===== src/rtl/grid_adventure_game.sv =====
// grid_adventure_game: grid-based adventure FSM. Player moves on a
// GRID_W x GRID_H room grid using n/s/e/w. The sword must be picked up,
// the dragon slain, then the exit reached. Lives are lost by entering the
// dragon room unarmed.
// Ports: clk, reset (async active-low), n/s/e/w move requests;
//        x_pos/y_pos position, sword, dragon_alive, lives_left status,
//        d (lost, sticky), win (won, sticky).
// Optional: `define GAME_MOVE_LIMIT_EN adds parameter MAX_MOVES and an
//        8-bit moves output. Reaching MAX_MOVES without winning loses.
module grid_adventure_game #(
    parameter int GRID_W   = 4,
    parameter int GRID_H   = 4,
    parameter int START_X  = 0,
    parameter int START_Y  = 0,
    parameter int SWORD_X  = 3,
    parameter int SWORD_Y  = 0,
    parameter int DRAGON_X = 3,
    parameter int DRAGON_Y = 3,
    parameter int EXIT_X   = 0,
    parameter int EXIT_Y   = 3,
    parameter int LIVES    = 2
`ifdef GAME_MOVE_LIMIT_EN
    ,
    parameter int MAX_MOVES = 32
`endif
) (
    input  logic                        clk,
    input  logic                        reset,
    input  logic                        n,
    input  logic                        s,
    input  logic                        e,
    input  logic                        w,
    output logic [$clog2(GRID_W)-1:0]   x_pos,
    output logic [$clog2(GRID_H)-1:0]   y_pos,
    output logic                        sword,
    output logic                        dragon_alive,
    output logic [2:0]                  lives_left,
    output logic                        d,
    output logic                        win
`ifdef GAME_MOVE_LIMIT_EN
    ,
    output logic [7:0]                  moves
`endif
);

    localparam int XW = $clog2(GRID_W);
    localparam int YW = $clog2(GRID_H);

    localparam logic [XW-1:0] XMAX = XW'(GRID_W - 1);
    localparam logic [YW-1:0] YMAX = YW'(GRID_H - 1);
    localparam logic [XW-1:0] SX0  = XW'(START_X);
    localparam logic [YW-1:0] SY0  = YW'(START_Y);
    localparam logic [XW-1:0] SWX  = XW'(SWORD_X);
    localparam logic [YW-1:0] SWY  = YW'(SWORD_Y);
    localparam logic [XW-1:0] DRX  = XW'(DRAGON_X);
    localparam logic [YW-1:0] DRY  = YW'(DRAGON_Y);
    localparam logic [XW-1:0] EXX  = XW'(EXIT_X);
    localparam logic [YW-1:0] EXY  = YW'(EXIT_Y);
    localparam logic [2:0]    LIV  = 3'(LIVES);

    // Special rooms must be inside the grid and pairwise distinct.
    if (GRID_W < 2 || GRID_W > 16 || GRID_H < 2 || GRID_H > 16 ||
        LIVES < 1 || LIVES > 7 ||
        START_X >= GRID_W || SWORD_X >= GRID_W ||
        DRAGON_X >= GRID_W || EXIT_X >= GRID_W ||
        START_Y >= GRID_H || SWORD_Y >= GRID_H ||
        DRAGON_Y >= GRID_H || EXIT_Y >= GRID_H ||
        (START_X == SWORD_X && START_Y == SWORD_Y) ||
        (START_X == DRAGON_X && START_Y == DRAGON_Y) ||
        (START_X == EXIT_X && START_Y == EXIT_Y) ||
        (SWORD_X == DRAGON_X && SWORD_Y == DRAGON_Y) ||
        (SWORD_X == EXIT_X && SWORD_Y == EXIT_Y) ||
        (DRAGON_X == EXIT_X && DRAGON_Y == EXIT_Y)) begin : g_bad_cfg
        $error("grid_adventure_game: illegal parameter set");
    end

    typedef enum logic [1:0] {
        PLAY = 2'd0,
        DEAD = 2'd1,
        WON  = 2'd2
    } state_t;

    state_t          state_q, state_d;
    logic [XW-1:0]   x_q, x_d, nx;
    logic [YW-1:0]   y_q, y_d, ny;
    logic            sword_q, sword_d;
    logic            alive_q, alive_d;
    logic [2:0]      lives_q, lives_d;
    logic            d_q, d_d;
    logic            win_q, win_d;
    logic            valid;
    logic            moved;
`ifdef GAME_MOVE_LIMIT_EN
    logic [7:0]      moves_q, moves_d;
`endif

    always_ff @(posedge clk or negedge reset) begin
        if (!reset) begin
            state_q <= PLAY;
            x_q     <= SX0;
            y_q     <= SY0;
            sword_q <= 1'b0;
            alive_q <= 1'b1;
            lives_q <= LIV;
            d_q     <= 1'b0;
            win_q   <= 1'b0;
`ifdef GAME_MOVE_LIMIT_EN
            moves_q <= 8'd0;
`endif
        end else begin
            state_q <= state_d;
            x_q     <= x_d;
            y_q     <= y_d;
            sword_q <= sword_d;
            alive_q <= alive_d;
            lives_q <= lives_d;
            d_q     <= d_d;
            win_q   <= win_d;
`ifdef GAME_MOVE_LIMIT_EN
            moves_q <= moves_d;
`endif
        end
    end

    always_comb begin
        state_d = state_q;
        x_d     = x_q;
        y_d     = y_q;
        sword_d = sword_q;
        alive_d = alive_q;
        lives_d = lives_q;
        d_d     = d_q;
        win_d   = win_q;
        nx      = x_q;
        ny      = y_q;
`ifdef GAME_MOVE_LIMIT_EN
        moves_d = moves_q;
`endif
        valid = (state_q == PLAY) && $onehot({n, s, e, w});
        if (valid) begin
            // Edge moves clamp: destination stays the current room.
            unique case (1'b1)
                n: if (y_q != YMAX) ny = y_q + 1'b1;
                s: if (y_q != '0)   ny = y_q - 1'b1;
                e: if (x_q != XMAX) nx = x_q + 1'b1;
                w: if (x_q != '0)   nx = x_q - 1'b1;
            endcase
        end
        moved = (nx != x_q) || (ny != y_q);
        if (valid) begin
            x_d = nx;
            y_d = ny;
        end
        // Room events fire only on a real change of room.
        if (valid && moved) begin
            if (nx == SWX && ny == SWY)
                sword_d = 1'b1;
            if (nx == DRX && ny == DRY) begin
                if (sword_q) begin
                    alive_d = 1'b0;
                end else if (alive_q) begin
                    if (lives_q == 3'd1) begin
                        lives_d = 3'd0;
                        d_d     = 1'b1;
                        state_d = DEAD;
                    end else begin
                        lives_d = lives_q - 3'd1;
                        x_d     = SX0;
                        y_d     = SY0;
                    end
                end
            end
            if (nx == EXX && ny == EXY && !alive_q) begin
                win_d   = 1'b1;
                state_d = WON;
            end
        end
`ifdef GAME_MOVE_LIMIT_EN
        if (valid && moves_q != 8'hFF) begin
            moves_d = moves_q + 8'd1;
            if (32'(moves_d) == MAX_MOVES && !win_d) begin
                d_d     = 1'b1;
                state_d = DEAD;
            end
        end
`endif
    end

    assign x_pos        = x_q;
    assign y_pos        = y_q;
    assign sword        = sword_q;
    assign dragon_alive = alive_q;
    assign lives_left   = lives_q;
    assign d            = d_q;
    assign win          = win_q;
`ifdef GAME_MOVE_LIMIT_EN
    assign moves        = moves_q;
`endif

endmodule

===== config.mk =====
export PLATFORM = sky130hd
export DESIGN_NAME = grid_adventure_game
export DESIGN_NICKNAME = d
export VERILOG_FILES = /design/src/rtl/grid_adventure_game.sv
export SDC_FILE = /design/constraint.sdc
export NUM_CORES = 1
export LEC_CHECK = 0
export CAP_MARGIN = 0
export CORE_MARGIN = 2
export CORE_UTILIZATION = 50
export DETAILED_ROUTE_END_ITERATION = 8
export PLACE_DENSITY = 0.77
export SLEW_MARGIN = 20
export SYNTH_ARGS = -nofsm -noshare
export SYNTH_HDL_FRONTEND = slang
export SYNTH_SLANG_ARGS = --single-unit

===== constraint.sdc =====
create_clock -name clk -period 2.6 [get_ports clk]
set_input_delay 0.65 -clock clk [delete_from_list [all_inputs] [get_ports clk]]
set_output_delay 0.65 -clock clk [all_outputs]
set_load 0.005 [all_outputs]

# Yosys cells after proc, flatten, opt, wreduce, memory -nomap -nowiden
# Index checks and enable logic that the tools add are counted.
[word_totals]
regBits = 13
latchBits = 0
mem_bits_rw = 0
rom_bits = 0
inputBits = 6
out_inout_bits = 11
mem_count = 0
[op_classes]
addsub = 8
multipliers = 0
n_div = 0
n_lt_le_gt_ge = 0
eq_ne = 9
n_shift = 0
muxes = 26
bitwise = 1
n_reduce_logical = 22
[ops]
columns = ["cell", "n"]
rows = [
  ["$mux 2", 23],
  ["$reduce_and 5->1", 2],
  ["$reduce_bool 2->1", 5],
  ["$pmux 2 s2", 2],
  ["$eq 3x1->1 const B", 2],
  ["$logic_and 1x1->1", 6],
  ["$logic_not 2->1", 3],
  ["$add 1x1->2", 2],
  ["$add 2x1->2 const B", 2],
  ["$eq 2x2->1 const B", 2],
  ["$ne 2x2->1", 2],
  ["$ne 2x2->1 const B", 2],
  ["$reduce_and 2->1", 2],
  ["$reduce_and 4->1", 1],
  ["$sub 2x1->2 const B", 2],
  ["$add 2x2->3", 1],
  ["$mux 3", 1],
  ["$reduce_and 3->1", 1],
  ["$sub 3x1->3 const B", 1],
  ["$ne 2x1->1 const B", 1],
  ["$logic_not 1->1", 1],
  ["$logic_or 1x1->1", 1],
  ["$not 1->1", 1],
]

# Longest topological paths before layout
[depth]
ltp_word = 11
ltp_mapped = 11

# Worst setup path before layout
# No wires, ideal clock.
[synth_path]
path_kind = "input -> register"
startpoint = "input n"
endpoint = "register lives_q[1], in the netlist lives_left[1]"
arrival_ps = 3342
required_time_ps = 2518
setup_slack_ps = -824
stages = 11
path_buffers = 2
cell_sequence = "inv_1 > fa_1 > inv_1 > ha_1 > ha_1 > or4b_1 > buf_2 > or2_0 > buf_2 > a2111oi_4 > mux2_4"
[synth_via]
elab_chain_len = 9
[synth_lines]
columns = ["element", "line", "source"]
rows = [
  ["start: declaration", "29", "input logic n,"],
  ["$add 1x1->2 (implied by the code)", "139", "valid = (state_q == PLAY) && $onehot({n, s, e, w});"],
  ["$add 2x2->3 (implied by the code)", "139", ""],
  ["$eq 3x1->1", "139", ""],
  ["$logic_and 1x1->1", "139", ""],
  ["$mux 2", "140", "if (valid) begin"],
  ["$ne 2x2->1", "149", "moved = (nx != x_q) || (ny != y_q);"],
  ["$logic_or 1x1->1", "149", ""],
  ["$logic_and 1x1->1", "155", "if (valid && moved) begin"],
  ["$reduce_and 4->1 (no source line) (*)", "n/a", ""],
  ["end signal: assignment", "116", "lives_q <= lives_d;"],
  ["end: declaration", "88", "logic [2:0] lives_q, lives_d;"],
]
# Mark *: on every way between the ends. The rest lies on a longest branch, timed or not.
# A chain may end at the register's enable or synchronous reset.

# Worst setup path after layout
[layout_path]
startpoint = "input n"
endpoint = "register lives_q[2], in the netlist lives_left[2]"
# Same word-level chain as after synthesis.

==> run_results.csv <==
group,metric,value,unit
outcome,status,"finished with violations",
outcome,violations,"negative setup slack",
sta,max_clock_freq,316.8,MHz
layout,nNetsFinal,151,
clock_network,cts_tree,"yes",
logic_synthesis,synthFlopType,"dfrtp_1",
critical_path,cp_cell_sequence,"buf_12 -> inv_12 -> fa_1 -> inv_1 -> ha_2 -> ha_4 -> or4b_4 -> buf_6 -> o211ai_1 -> buf_4 -> buf_4 -> a2111oi_4 -> mux2_4",
sta,fin_crit,3156,ps
logic_synthesis,synth-seq-cells,13,
layout,area_growth,64.16,%
logic_synthesis,synth_compound_area_share,26.08,%
critical_path,r2r_setup_slack,440,ps
min_path,min-delay-path-class,"reg2reg",
clock_network,cts_buffers,3,
die,dieArea,2149,µm²
critical_path,reg2reg_depth,7,
critical_path,endpoint_kind,"flip-flop",
logic_synthesis,synthCells,96,
clock_network,root_buffer,"clkbuf_4",
layout,multiInputGateArea,643.1,µm²
route,vias_per_cell,5.988,
critical_path,critical_path_arrival,3330,ps
clock_network,clk_latency,280,ps
power_and_ir_drop,total_power,1.188,mW
power_and_ir_drop,powerDensity,806.6,nW/µm²
die,rows,15,
run,maxCapViolCount,0,
layout,fill_cells,93,
global_routing,grt.overflow.total,0,
die,die_width,46.36,µm
die,initial_core_util,52.53,%
clock_network,cts.path.max_buffers,2,
route,postRouteAntennaNets,0,
logic_synthesis,synthXorXnorAreaFrac,0,%
logic_synthesis,synth_top_family_by_area,"compound AO/OA/AOI/OAI gates",
logic_synthesis,synth_most_common_cell,"dfrtp_1",
critical_path,slowest_delay,540,ps
sta,setup_viol,13,
global_routing,grt_max_degree,14,
critical_path,cp-endpoint,"lives_left[2]",
logic_synthesis,synthAdderAreaFrac,9.205,%
logic_synthesis,synth_seq_area_share,36.54,%
logic_synthesis,ys_warn_count,0,
critical_path,worst-path-buf-inv,6,
route,wl,3149,µm
placed_design,routabilityCongestion,0.7839,
logic_synthesis,syn_area_per_cell,9.345,µm²
logic_synthesis,synth_area_leaders,"dfrtp_1 (31%), ha_1 (7.0%), dfstp_2 (5.9%), inv_1 (3.8%), nand2b_1 (3.5%)",
sta,hold_viol,0,
global_routing,track_usage,27.48,%
layout,layout.area.seq,327.8,µm²
power_and_ir_drop,p_leak,0.6462,nW
logic_synthesis,yosys-top-cells-count,"dfrtp_1 (11), inv_1 (9), nor2_1 (7)",
route,first_pass_iters,4,
layout,antennaDiodeCount,0,
critical_path,crit_cells,13,
critical_path,worstSetupPathType,"in2reg",
critical_path,timing.rr.start,"state_q[1]",
critical_path,worstReg2RegEnd,"lives_left[2]",
placed_design,io_buffers,16,
logic_synthesis,synth_edf_count,0,
critical_path,path_delay_family,"adder cells",
sta,maxSlewHeadroom,57.68,%
layout,drive_above_1_share,44.93,%
critical_path,slowest_stage,"fa_1",
power_and_ir_drop,peakVddDrop,0.7746,mV
logic_synthesis,synth_cell_types,40,
logic_synthesis,synthArstFlopShare,100.0,%
critical_path,crit_required,2770,ps
sta,tightestPinTransition,632.0,ps
layout,final_core_utilization,86.23,%
sta,final.setup.tns,-6032,ps
critical_path,cp-start-kind,"input port",
sta,fin_crit_sh,121.4,%
logic_synthesis,synth_area_leader_cell,"dfrtp_1",
logic_synthesis,synthMuxAreaShare,4.045,%
clock_network,htree_levels,1,
logic_synthesis,synth-simple-area-share,17.99,%
global_routing,antenna_found_initial,0,
route,wire_per_inst,19.32,µm
logic_synthesis,syn_nets,108,
logic_synthesis,synth_top_area_share,30.68,%
die,pin_count,17,
clock_network,cts_hold_buf,0,
route,drc,0,
clock_network,cts.sinks,13,
logic_synthesis,syn-cell-area,897.1,µm²
die,coreArea,1708,µm²
die,die_y,46.36,µm
route,drt_iter0_drc,27,
sta,skew,0.5350,ps
global_routing,grt_pass1_vias,876,
critical_path,critPathMostFrequentCell,"buf_4",
route,vias,976,
sta,rsz0062_at_grt,"yes",
global_routing,grt_pass1_wl,4057,µm
clock_network,clk_pin_slew,80,ps
sta,slew_viol_final,0,
critical_path,startpoint,"n",
sta,final.setup.worst_slack,-556.1,ps
placed_design,dp_hpwl,1835,µm
critical_path,critPathMaxFanout,4,
## cells in the final DEF, fill, tap and decap left out, drive strengths merged, types with 2 or more instances in the layout
| cell type | n |
|---|---|
| clkbuf | 4 |
| nor2b | 2 |
| a31o | 2 |
| a2111oi | 2 |
| o21ai | 2 |
| inv | 9 |
| mux2 | 2 |
| o21a | 3 |
| buf | 30 |
| a21oi | 5 |
| nor2 | 7 |
| nor3b | 2 |
| a21o | 3 |
| dfrtp | 11 |
| o211ai | 3 |
| nand2 | 5 |
| ha | 5 |
| dfstp | 2 |
| nand2b | 5 |
| nand3 | 2 |
| o22ai | 2 |
| clkdlybuf4s50 | 13 |
## worst min-delay path by stage
stage,from,to,slack [ps],cells after the start
after detailed placement,d,d,450,1
after global placement,dragon_alive,dragon_alive,440,2
after floorplan,reset,d,350,0
after global routing,dragon_alive,dragon_alive,500,2
final,d,d,470,1
after CTS,dragon_alive,dragon_alive,460,2
## layer usage
layer,up-vias,global-route usage (%),part of all wire [%],routed length (µm)
li1,431,-,-,-
met1,486,33.58,40,1266
met2,47,46.94,51,1594
met3,12,4.314,5.5,173
met4,0,12.57,3.6,114
met5,-,0,0,0
## worst reg2reg max path, stage by stage (launching register included)
cell,delay (ps)
dfrtp_1,420
or4b_4,570
buf_6,150
o211ai_1,220
buf_4,190
buf_4,130
a2111oi_4,70
mux2_4,320
## where the power goes
group / switching [mW] / internal [mW] / total, mW / leakage (nW)
clock: 0.0666 / 0.0596 / 0.126 / 0.0150
sequential: 0.106 / 0.265 / 0.370 / 0.158
combinational: 0.331 / 0.360 / 0.691 / 0.474
## cell type report
type                            instances  area share (%)
Multi-Input combinational cell         69           43.67
Timing Repair Buffer                   43           26.85
Sequential cell                        13           22.26
Inverter                                9           3.314
Tap cell                               25           2.124
Clock buffer                            4           1.784
## state kept, by name, summed over array words and instances (netlist names)
register,cells
y_pos,2
lives_left,3
state_q,2
x_pos,2
d,1
sword,1
dragon_alive,1
win,1
## timing repair
| item | CTS | global route |
|---|---|---|
| pin swaps | 8 | 7 |
| endpoints found under the setup margin | 13 | 13 |
| resized for setup | 33 | 17 |
| buffers inserted | 2 | 7 |
## through the flow
step                      hold slack (ps)  instances  cell area (µm²)  setup WS [ps]
after floorplan                     354.4         96            939.7         -785.9
final                               465.7        163             1473         -556.1
after global placement              441.8        150             1236          -1402
after CTS                           463.4        156             1333         -551.3
after detailed placement            447.9        150             1236          -1466
after global routing                495.9        163             1473         -577.5
## cells by family after synthesis
family / Yosys count
flip-flops: 13
AND/OR/NAND/NOR: 30
multiplexers: 3
buffers and inverters: 14
adder cells (fa/ha/maj): 6
AO/OA/AOI/OAI: 30
Power figures use the tool's default switching activity.
